File: config.mk
export PLATFORM = sky130hd
export DESIGN_NAME = ex_stage_pipe_reg
export DESIGN_NICKNAME = d
export VERILOG_FILES = /design/src/rtl/ex_stage_pipe_reg_pkg.sv /design/src/rtl/ex_stage_pipe_reg_skid_slot.sv /design/src/rtl/ex_stage_pipe_reg.sv
export SDC_FILE = /design/constraint.sdc
export NUM_CORES = 1
export LEC_CHECK = 0
export BUFFER_PORTS_ARGS = -buffer_cell sky130_fd_sc_hd__buf_2
export CAP_MARGIN = 10
export CELL_PAD_IN_SITES_DETAIL_PLACEMENT = 1
export CELL_PAD_IN_SITES_GLOBAL_PLACEMENT = 2
export CORE_MARGIN = 3
export CORE_UTILIZATION = 31
export CTS_BUF_LIST = sky130_fd_sc_hd__clkbuf_4
export DETAILED_ROUTE_END_ITERATION = 16
export PLACE_DENSITY = 0.88
export SYNTH_ARGS = -nofsm -noshare
export SYNTH_HDL_FRONTEND = slang
export SYNTH_SLANG_ARGS = --single-unit
File: constraint.sdc
create_clock -name clk -period 2.3 [get_ports clk]
set_input_delay 0.115 -clock clk [delete_from_list [all_inputs] [get_ports clk]]
set_output_delay 0.115 -clock clk [all_outputs]
set_load 0.02 [all_outputs]
File: src/rtl/ex_stage_pipe_reg_pkg.sv
// Shared types and helpers for the execute-stage pipeline register.
// Default payload width = uop + imm(32) + rj/rk/rd(15).
package ex_stage_pipe_reg_pkg;

    localparam int WIDTH_UOP     = 81;
    localparam int DEF_PAYLOAD_W = WIDTH_UOP + 32 + 15;
    localparam int MAX_LANES     = 8;

    typedef logic [MAX_LANES-1:0] lane_mask_t;

    // True when any lane older than `lane` raised an exception.
    function automatic logic older_excp(input lane_mask_t excp, input int lane);
        logic r;
        r = 1'b0;
        for (int j = 0; j < MAX_LANES; j++) begin
            if (j < lane) r = r | excp[j];
        end
        return r;
    endfunction

endpackage

File: src/rtl/ex_stage_pipe_reg_skid_slot.sv
// Single-entry holding register for one bundle: valid/excp/payload with load and clear.
// Clear zeroes valid and excp but leaves payload (don't-care when empty).
module ex_stage_pipe_reg_skid_slot #(
    parameter int LANES     = 2,
    parameter int PAYLOAD_W = 128
) (
    input  logic                       clk,
    input  logic                       aresetn,
    input  logic                       load_i,
    input  logic                       clear_i,
    input  logic [LANES-1:0]           valid_i,
    input  logic [LANES-1:0]           excp_i,
    input  logic [LANES*PAYLOAD_W-1:0] payload_i,
    output logic [LANES-1:0]           valid_o,
    output logic [LANES-1:0]           excp_o,
    output logic [LANES*PAYLOAD_W-1:0] payload_o
);

    logic [LANES-1:0]           valid_q;
    logic [LANES-1:0]           excp_q;
    logic [LANES*PAYLOAD_W-1:0] payload_q;

    always_ff @(posedge clk) begin
        if (!aresetn) begin
            valid_q   <= '0;
            excp_q    <= '0;
            payload_q <= '0;
        end else if (clear_i) begin
            valid_q <= '0;
            excp_q  <= '0;
        end else if (load_i) begin
            valid_q   <= valid_i;
            excp_q    <= excp_i;
            payload_q <= payload_i;
        end
    end

    assign valid_o   = valid_q;
    assign excp_o    = excp_q;
    assign payload_o = payload_q;

endmodule

File: src/rtl/ex_stage_pipe_reg.sv
// Execute sub-stage pipeline register: 1-cycle latency, full throughput, main + skid slot.
// in_ready depends only on skid occupancy, so out_ready never reaches it combinationally.
module ex_stage_pipe_reg
    import ex_stage_pipe_reg_pkg::*;
#(
    parameter int LANES     = 2,
    parameter int PAYLOAD_W = DEF_PAYLOAD_W,
    parameter int CNT_W     = 16
) (
    input  logic                       clk,
    input  logic                       aresetn,
    input  logic                       flush_in,
    output logic                       flush_out,
    input  logic [LANES-1:0]           in_valid,
    input  logic [LANES-1:0]           in_excp,
    input  logic [LANES*PAYLOAD_W-1:0] in_payload,
    output logic                       in_ready,
    output logic [LANES-1:0]           out_valid,
    output logic [LANES-1:0]           out_excp,
    output logic [LANES*PAYLOAD_W-1:0] out_payload,
    input  logic                       out_ready,
    output logic [CNT_W-1:0]           stall_cnt
);

    logic [LANES-1:0]           cap_valid;
    logic [LANES-1:0]           main_valid, main_excp;
    logic [LANES-1:0]           skid_valid, skid_excp;
    logic [LANES*PAYLOAD_W-1:0] main_payload, skid_payload;
    logic [LANES-1:0]           main_valid_d, main_excp_d;
    logic [LANES*PAYLOAD_W-1:0] main_payload_d;

    logic main_occ, skid_full, in_fire, out_fire, main_take;
    logic main_load, main_clear, skid_load, skid_clear;

    logic             flush_q;
    logic [CNT_W-1:0] stall_q, stall_d;

    // Younger lanes behind an excepting lane are squashed before capture.
    always_comb begin
        cap_valid = '0;
        for (int i = 0; i < LANES; i++) begin
            cap_valid[i] = in_valid[i] & ~older_excp(lane_mask_t'(in_excp), i);
        end
    end

    always_comb begin
        main_occ   = |main_valid;
        skid_full  = |skid_valid;
        in_fire    = (|in_valid) & ~skid_full;
        out_fire   = main_occ & out_ready;
        main_take  = ~main_occ | out_fire;

        main_load  = ~flush_in & main_take & (skid_full | in_fire);
        main_clear = flush_in | (main_take & ~skid_full & ~in_fire);
        skid_load  = ~flush_in & in_fire & main_occ & ~out_ready;
        skid_clear = flush_in | (skid_full & main_take);

        main_valid_d   = skid_full ? skid_valid   : cap_valid;
        main_excp_d    = skid_full ? skid_excp    : in_excp;
        main_payload_d = skid_full ? skid_payload : in_payload;
    end

    ex_stage_pipe_reg_skid_slot #(
        .LANES     (LANES),
        .PAYLOAD_W (PAYLOAD_W)
    ) u_main (
        .clk       (clk),
        .aresetn   (aresetn),
        .load_i    (main_load),
        .clear_i   (main_clear),
        .valid_i   (main_valid_d),
        .excp_i    (main_excp_d),
        .payload_i (main_payload_d),
        .valid_o   (main_valid),
        .excp_o    (main_excp),
        .payload_o (main_payload)
    );

    ex_stage_pipe_reg_skid_slot #(
        .LANES     (LANES),
        .PAYLOAD_W (PAYLOAD_W)
    ) u_skid (
        .clk       (clk),
        .aresetn   (aresetn),
        .load_i    (skid_load),
        .clear_i   (skid_clear),
        .valid_i   (cap_valid),
        .excp_i    (in_excp),
        .payload_i (in_payload),
        .valid_o   (skid_valid),
        .excp_o    (skid_excp),
        .payload_o (skid_payload)
    );

    always_comb begin
        stall_d = stall_q;
        if (main_occ && !out_ready && stall_q != {CNT_W{1'b1}}) begin
            stall_d = stall_q + 1'b1;
        end
    end

    always_ff @(posedge clk) begin
        if (!aresetn) begin
            flush_q <= 1'b0;
            stall_q <= '0;
        end else begin
            flush_q <= flush_in;
            stall_q <= stall_d;
        end
    end

    assign in_ready    = ~skid_full;
    assign out_valid   = main_valid;
    assign out_excp    = main_excp;
    assign out_payload = main_payload;
    assign flush_out   = flush_q;
    assign stall_cnt   = stall_q;

endmodule

==> impl_summary.txt, run 1 <==
----------------------------------------------------
[GRT]
  Via count of the first global-routing pass ... 26,970
  Global-route total usage across every layer ... 0.2668
  Total congestion overflow after global routing ... 0
  Wire length of the first global-routing pass ... 150,000 um
  Initial antenna violation count ... 20
  Maximum number of pins on one net before global-route repair ... 142

[Floorplan]
  DIE HEIGHT ... 264.9 um
  Area of the placeable core ... 0.06610 mm^2
  Number of top-level pins ... 542
  DIE AREA ... 0.07015 mm^2
  Die X-Extent ... 264.9 um
  Number of rows created at floorplan ... 94
  Effective utilization at floorplan ... 0.3142

[Timing]
  Clock Skew ... 84.01 ps
  Share of the clock period used by the worst path ... 0.9850
  Number of failing hold endpoints at the final stage ... 0
  Period minus WS final ... 2266 ps
  Relative slew slack ... 0.4937
  Final Max Tran Viols ... 0
  Final total negative setup slack ... 0 ps
  Highest achievable clock rate ... 441.4 MHz
  Final worst hold slack ... 175.6 ps
  Number of setup violations in the final report ... 0
  Slew @ Worst Pin ... 759.5 ps

[Final layout]
  Area delta synth->final ... 52.17%
  Fillers ... 8,083
  Total number of nets in the final design ... 3,988
  Post-layout util ... 0.4782
  Footprint of the flip-flops and latches ... 0.01075 mm^2
  Area used by multi-input combinational logic ... 0.009009 mm^2
  Proportion of layout cells with a drive suffix above 1 ... 0.2190

[Routing]
  Met2 wirelength from detailed routing ... 48,800 um
  Antenna viol nets, final ... 0
  Total via count after detailed routing ... 24,650
  Drt total wl ... 97,280 um
  Number of violations reported at the end of detailed-routing iteration 0 ... 1,447
  Highest routing layer actually used ... met5
  Vias per inst ... 5.241
  Met3 Routed Length ... 5290 um
  Remaining design rule violation count ... 0
  Detailed-route wire length per cell ... 20.68 um
  Detailed-routing iteration count for the pre-antenna-repair pass ... 5
  Post-Route M1 WL ... 36,920 um

[Flow run]
  Maxcap violations ... 0

[Hold path]
  Tightest Hold Check Type ... in2reg
  Hold path cells ... 4
  Min-Delay Startpoint ... in_valid[0]

[Yosys]
  Synthesized flop and latch total ... 537
  Post-Synthesis Net Count ... 2,944
  Share of flip-flops with an asynchronous set or reset ... 0
  Netlist Area Pre-Place ... 0.02077 mm^2
  Count of flip-flops with a built-in enable after synthesis ... 0
  Gate Count Post-Synth ... 2,679
  Post-synthesis mux area share ... 0.0009638
  Share of synthesized cell area in full adder, half adder and majority cells ... 0.0006024
  XOR/XNOR Fraction of Synth Area ... 0
  Synthesized-area fraction occupied by ao, oa, aoi and oai cells ... 0.1823
  Number of warnings printed during yosys synthesis ... 0
  Cell variety after synth ... 36
  Most used flip-flop cell after synthesis ... dfxtp_1
  Proportion of synthesized chip area in sequential cells ... 0.5176
  Simple-gate share of the synthesized area ... 0.2487
  Main combinational cell family by area after synthesis ... simple AND/OR/NAND/NOR gates
  Mean Syn Cell Area ... 7.753 um^2

[Worst setup path]
  Length in cells of the worst reg-to-reg path ... 7
  Setup crit end kind ... register
  Critical path launch point type ... register
  Worst setup startpoint ... u_skid.valid_o[0]
  Reg2Reg Launch Point ... u_skid.valid_o[0]
  Required arrival time at the worst endpoint ... 3150 ps
  WP data arrival ... 3110 ps
  Kind of critical path ... reg2reg
  Top fanout value on the critical path ... 28

[Placement]
  Detailed placer's ending HPWL ... 51,170 um
  Number of buffer cells added on primary ports ... 541
  Routability-driven placement congestion ratio ... 0.8017

[Clock tree]
  Clock Tree Buf Depth ... 3
  Clock-pin slew reported for the worst setup and hold paths after clock tree synthesis ... 70 ps
  Clk Latency, worst-skew pair ... 1000 ps
  Number of clock sinks seen by CTS ... 537
  CTS buffer count ... 154
  TritonCTS clock tree ... built
  CTS root buf ... clkbuf_4
  # H-tree levels ... 4

[Power and ir drop]
  Power density cells ... 711.7 mW/mm^2
  Worst voltage drop across the vdd grid ... 0.0003622 V
  Leakage dissipation ... 0.01303 uW

[Status]
  Outcome ... finished, final reports clean

----------------------------------------------------
-- critical path, stage by stage (launching register included) --
cell,delay [ps]
dfxtp_1,380
or2_4,250
inv_8,80
a211oi_4,340
buf_12,220
buf_4,340
nor2_1,130
a311oi_1,390
-- per-layer routing --
metal | GRT usage | up-vias
met3 | 0.06581 | 406
met2 | 0.4729 | 936
met5 | 0 | -
met4 | 0.1821 | 4
met1 | 0.2792 | 12060
li1 | - | 11240
-- path summary, 6_finish.rpt --
path / to / slack (ps)
hold / removal: u_main.valid_o[0] / 180
hold reg to reg: u_main.payload_o[30] / 440
setup / recovery: u_main.payload_o[197] / 30
setup reg to reg: u_main.payload_o[197] / 30
-- stage by stage --
step	cell area [um^2]	total power (uW)	worst slack, ps	cells
5_1_grt	31610	23520	-22.18	4702
2_1_floorplan	20770	11590	386.1	2679
3_5_place_dp	24270	12760	171.5	3897
4_1_cts	31530	22400	19.29	4679
3_3_place_gp	24270	12670	302.3	3897
6_report	31610	22490	34.39	4703
-- synthesized netlist by cell type, types with 2 or more instances --
master	count	area share
clkbuf_1	143	0.026
o31ai_1	5	0.0018
o21ai_0	7	0.0017
a311oi_1	257	0.11
buf_2	77	0.019
a211oi_1	4	0.0014
a21oi_1	269	0.065
and4_1	3	0.0013
and3_1	3	0.00090
nand2_1	1035	0.19
buf_4	10	0.0036
nor3_1	6	0.0014
or4_1	6	0.0022
inv_1	6	0.0011
nor4_1	3	0.00090
nor2_1	268	0.048
nand4_1	7	0.0021
a31oi_1	4	0.0012
nand3_1	7	0.0017
dfxtp_1	537	0.52
mux2i_1	2	0.00096
inv_2	2	0.00036
buf_1	2	0.00036
or3_1	4	0.0012
-- final cells by class --
| class | count | area share |
|---|---|---|
| Timing Repair Buffer | 1120 | 0.2786 |
| Inverter | 8 | 0.001425 |
| Clock inverter | 26 | 0.005740 |
| Multi-Input combinational cell | 1902 | 0.2850 |
| Tap cell | 864 | 0.03420 |
| Clock buffer | 224 | 0.05320 |
| Sequential cell | 537 | 0.3401 |
| Antenna cell | 22 | 0.001742 |
-- where the power goes --
part,internal [uW],switching (uW)
clock network,4570,4470
registers,9740,289
logic,1470,1960
total,15800,6720
-- repair_timing --
item	CTS	global route
pin swaps	0	1
hold buffers	528	0
setup buffers	1	1
endpoints found under the setup margin	1	2
gates cloned	3	1
resized for setup	1	1
endpoints found under the hold margin	537	0
-- kinds of logic after synthesis --
logic type	count (synthesis)
buf+inv	240
compound gates	553
simple gates	1346
mux	2
fa+ha+maj	1
flops	537
-- registers in the layout (all words and copies together), names as in the netlist --
register and count:
stall_cnt 16, u_main.valid_o 2, flush_out 1, u_main.excp_o 2, u_skid.excp_o 2, u_main.payload_o 256
u_skid.payload_o 256, u_skid.valid_o 2
-- cell usage in the layout (no fill, tap or decap), types with 4 or more instances in the layout --
cell / count
nand2_1: 1035
buf_2: 541
dfxtp_1: 537
dlygate4sd3_1: 528
a21oi_1: 269
nor2_1: 268
a311oi_1: 257
clkbuf_4: 224
buf_12: 25
diode_2: 22
buf_4: 20
clkinv_1: 13
nand3_1: 7
o21ai_0: 7
nand4_1: 7
inv_1: 6
nor3_1: 6
or4_1: 5
o31ai_1: 5
clkinv_4: 5
inv_6: 5
a211oi_1: 4
or3_1: 4
a31oi_1: 4
Note: power is estimated with default switching activity, not from simulation.
==> run 2: changes to the inputs <==
--- a/config.mk
+++ b/config.mk
@@ -10,10 +10,11 @@
 export CELL_PAD_IN_SITES_DETAIL_PLACEMENT = 1
 export CELL_PAD_IN_SITES_GLOBAL_PLACEMENT = 2
 export CORE_MARGIN = 3
-export CORE_UTILIZATION = 31
+export CORE_UTILIZATION = 32
 export CTS_BUF_LIST = sky130_fd_sc_hd__clkbuf_4
 export DETAILED_ROUTE_END_ITERATION = 16
-export PLACE_DENSITY = 0.88
+export PLACE_DENSITY = 0.87
 export SYNTH_ARGS = -nofsm -noshare
 export SYNTH_HDL_FRONTEND = slang
+export SYNTH_HIERARCHICAL = 1
 export SYNTH_SLANG_ARGS = --single-unit
==> run 2 against run 1 <==
  * Synthesized cell count rose by 19%
  * Highest routed layer unchanged
  * First-iteration DRC count fell by 26%
  * Critical path type unchanged
  * Largest power group unchanged
  * Via count grew 8.0%
  * Cell count is 19% higher
==> impl_summary.txt, run 2 <==
----------------------------------------------------
[Worst setup path]
  Kind of critical path ... reg2reg (unchanged)
  Top fanout value on the critical path ... 26 (was 28)
  Worst R2R Setup Slack ... 50 ps (was 30 ps)
  Setup crit end kind ... register (unchanged)
  Maximum single-stage delay on the critical path ... 330 ps (was 390 ps)
  Critical path launch point type ... register (unchanged)
  Standard cell with the maximum stage delay on the critical path ... dfxtp_2 (was a311oi_1)
  Required arrival time at the worst endpoint ... 3110 ps (was 3150 ps)
  WP data arrival ... 3050 ps (was 3110 ps)
  Critical Path, Cell by Cell ... or2_4 > clkinv_8 > o21ai_0 > nor3_1 > and2b_4 > buf_12 > buf_16 > mux2i_1 (was or2_4 > inv_8 > a211oi_4 > buf_12 > buf_4 > nor2_1 > a311oi_1)

[Yosys]
  Synth area leaders ... dfxtp_1 (43%), nand2_1 (27%), mux2i_1 (21%), buf_6 (2.7%), clkbuf_1 (1.8%) (was dfxtp_1 (52%), nand2_1 (19%), a311oi_1 (11%), a21oi_1 (6.5%), nor2_1 (4.8%))
  Top cell types by occurrence after synthesis ... nand2_1 (1,806), dfxtp_1 (537), mux2i_1 (522) (was nand2_1 (1,035), dfxtp_1 (537), a21oi_1 (269))
  Cell variety after synth ... 37 (was 36)
  Top cell type's share of synthesized area ... 0.4349 (was 0.5176)
  Share of flip-flops with an asynchronous set or reset ... 0 (unchanged)
  Count of flip-flops with a built-in enable after synthesis ... 0 (unchanged)
  Synthesized flop and latch total ... 537 (unchanged)
  Proportion of synthesized chip area in sequential cells ... 0.4349 (was 0.5176)
  Netlist Area Pre-Place ... 0.02472 mm^2 (was 0.02077 mm^2)
  Cell taking the most area after synthesis ... dfxtp_1 (unchanged)
  Mean Syn Cell Area ... 7.750 um^2 (was 7.753 um^2)
  Library cell with the highest instance count after synthesis ... nand2_1 (unchanged)
  Most used flip-flop cell after synthesis ... dfxtp_1 (unchanged)
  Gate Count Post-Synth ... 3,189 (was 2,679)
  Post-Synthesis Net Count ... 3,454 (was 2,944)
  Number of warnings printed during yosys synthesis ... 6 (was 0)

[Floorplan]
  DIE AREA ... 0.08061 mm^2 (was 0.07015 mm^2)
  Die X-Extent ... 283.9 um (was 264.9 um)
  Area of the placeable core ... 0.07620 mm^2 (was 0.06610 mm^2)
  DIE HEIGHT ... 283.9 um (was 264.9 um)
  Number of top-level pins ... 542 (unchanged)
  Effective utilization at floorplan ... 0.3244 (was 0.3142)
  Number of rows created at floorplan ... 101 (was 94)

[GRT]
  Via count of the first global-routing pass ... 30,030 (was 26,970)
  Global-route total usage across every layer ... 0.2492 (was 0.2668)
  Total congestion overflow after global routing ... 0 (unchanged)
  Initial antenna violation count ... 16 (was 20)
  Wire length of the first global-routing pass ... 162,900 um (was 150,000 um)
  Maximum number of pins on one net before global-route repair ... 146 (was 142)

[Clock tree]
  Clock Tree Buf Depth ... 3 (unchanged)
  # H-tree levels ... 4 (unchanged)
  CTS root buf ... clkbuf_4 (unchanged)
  Clk Latency, worst-skew pair ... 970 ps (was 1000 ps)
  TritonCTS clock tree ... built (unchanged)
  CTS buffer count ... 156 (was 154)
  Number of clock sinks seen by CTS ... 537 (unchanged)
  Clock-pin slew reported for the worst setup and hold paths after clock tree synthesis ... 80 ps (was 70 ps)

[Routing]
  Highest routing layer actually used ... met5 (unchanged)
  Post-Route M1 WL ... 40,890 um (was 36,920 um)
  Met3 Routed Length ... 4696 um (was 5290 um)
  Met2 wirelength from detailed routing ... 53,300 um (was 48,800 um)
  Vias per inst ... 4.743 (was 5.241)
  Number of violations reported at the end of detailed-routing iteration 0 ... 1,068 (was 1,447)
  Detailed-routing iteration count for the pre-antenna-repair pass ... 5 (unchanged)
  Detailed-route wire length per cell ... 18.49 um (was 20.68 um)
  Remaining design rule violation count ... 0 (unchanged)
  Drt total wl ... 103,800 um (was 97,280 um)
  Total via count after detailed routing ... 26,620 (was 24,650)
  Antenna viol nets, final ... 0 (unchanged)

[Placement]
  Detailed placer's ending HPWL ... 52,330 um (was 51,170 um)
  Post-place instance area ... 0.02818 mm^2 (was 0.02427 mm^2)
  Number of buffer cells added on primary ports ... 541 (unchanged)
  Worst slack after detailed placement ... 145.7 ps (was 171.5 ps)
  Routability-driven placement congestion ratio ... 0.7713 (was 0.8017)

[Final layout]
  Commonest cells after routing, fill and taps aside ... nand2_1 (1,806), dlygate4sd3_1 (727), buf_2 (539) (was nand2_1 (1,035), buf_2 (541), dfxtp_1 (537))
  Area delta synth->final ... 52.46% (was 52.17%)
  Fillers ... 9,316 (was 8,083)
  Post-layout util ... 0.4945 (was 0.4782)
  Most common cell after layout, fill and taps aside ... nand2_1 (unchanged)
  Finished Cell Area ... 0.03768 mm^2 (was 0.03161 mm^2)
  Proportion of layout cells with a drive suffix above 1 ... 0.1919 (was 0.2190)
  Total number of nets in the final design ... 4,717 (was 3,988)

[Timing]
  Final Max Tran Viols ... 0 (unchanged)
  Number of failing hold endpoints at the final stage ... 0 (unchanged)
  Clock Skew ... 82.54 ps (was 84.01 ps)
  Relative slew slack ... 0.3763 (was 0.4937)
  Share of the clock period used by the worst path ... 0.9774 (was 0.9850)
  Final total negative setup slack ... 0 ps (unchanged)
  Setup repair after global routing missed its margin ... true
  Period minus WS final ... 2248 ps (was 2266 ps)
  Number of setup violations in the final report ... 0 (unchanged)
  Highest achievable clock rate ... 444.8 MHz (was 441.4 MHz)
  Post-layout worst setup margin ... 51.94 ps (was 34.39 ps)
  Slew @ Worst Pin ... 935.6 ps (was 759.5 ps)

[Power and ir drop]
  Leakage dissipation ... 0.01652 uW (was 0.01303 uW)
  Power density cells ... 592.9 mW/mm^2 (was 711.7 mW/mm^2)
  Worst voltage drop across the vdd grid ... 0.0003253 V (was 0.0003622 V)

[Hold path]
  Tightest Hold Check Type ... in2reg (unchanged)

[Flow run]
  Maxcap violations ... 0 (unchanged)

[Status]
  Outcome ... finished, final reports clean (unchanged)

----------------------------------------------------
run 2: cell count changes after synthesis, sizes merged, moves of 4 or more:
cell	before	now
buf	89	117
a211oi	5	0
a311oi	257	0
a21oi	269	11
mux2i	2	522
nand3	7	2
a31oi	4	0
nor2	268	12
clkbuf	143	117
or3	4	8
nand2	1035	1806
run 2: worst paths after layout:
kind | to | cells past startpoint | startpoint
min reg2reg | u_main/payload_o[255] | 2 | u_main/payload_o[255]
max reg2reg | u_skid/payload_o[127] | 8 | u_skid/valid_o[0]
min | u_main/payload_o[181] | 6 | in_payload[181]
max | u_skid/payload_o[127] | 8 | u_skid/valid_o[0]
run 2: what timing repair did:
item / 4_1_cts / 5_1_grt
pin swaps: 0 / 2
hold endpoints to repair: 537 / 0
buffers inserted: 0 / 7
hold buffers: 729 / 0
endpoints found under the setup margin: 1 / 8
resized for setup: 2 / 4
cloned: 3 / 0
run 2: stage by stage:
step	hold WS [ps]	power, uW	cells
2_1_floorplan	236.7	11070	3189
3_3_place_gp	373.9	11880	4587
3_5_place_dp	383.0	11900	4587
4_1_cts	0.3023	22330	5595
5_1_grt	68.33	23460	5611
6_report	151.6	22340	5613
run 2: worst max-delay path, delay by kind of cell (launching register included):
family	cells	cell delay, ps
mux	1	290
compound gates	1	80
simple gates	3	860
flops	1	330
buf+inv	3	540
run 2: area by class of cell:
| type | instances | area, um^2 | share of cell area |
|---|---|---|---|
| multi-input combinational | 2413 | 12560 | 0.3332 |
| timing repair buffer | 1339 | 11020 | 0.2923 |
| sequential | 537 | 10750 | 0.2853 |
| clock buffer | 236 | 1772 | 0.04702 |
| tap | 1030 | 1289 | 0.03420 |
| clock inverter | 40 | 234.0 | 0.006209 |
| antenna | 13 | 32.53 | 0.0008633 |
| inverter | 5 | 31.28 | 0.0008301 |
run 2: per-layer routing:
layer | vias up | GRT usage
li1 | 12700 | -
met5 | - | 0
met1 | 12840 | 0.2680
met2 | 781 | 0.4565
met3 | 301 | 0.05165
met4 | 6 | 0.1331
run 2: cell families (layout without fill, tap and decap cells):
kind of cell / count (synthesis) / count (layout) / share of synthesized area
other cells: 0 / 13 / 0
flops: 537 / 537 / 0.4349
simple gates: 1857 / 1857 / 0.2868
buf+inv: 239 / 1620 / 0.05736
xor+xnor: 2 / 2 / 0.0007088
fa+ha+maj: 1 / 1 / 0.0005061
mux: 522 / 522 / 0.2114
compound gates: 31 / 31 / 0.008252
run 2: report_power, final:
| group | switching, uW | total [uW] | internal, uW |
|---|---|---|---|
| clock | 4690 | 9510 | 4830 |
| combinational | 1600 | 3160 | 1560 |
| sequential | 153 | 9660 | 9510 |
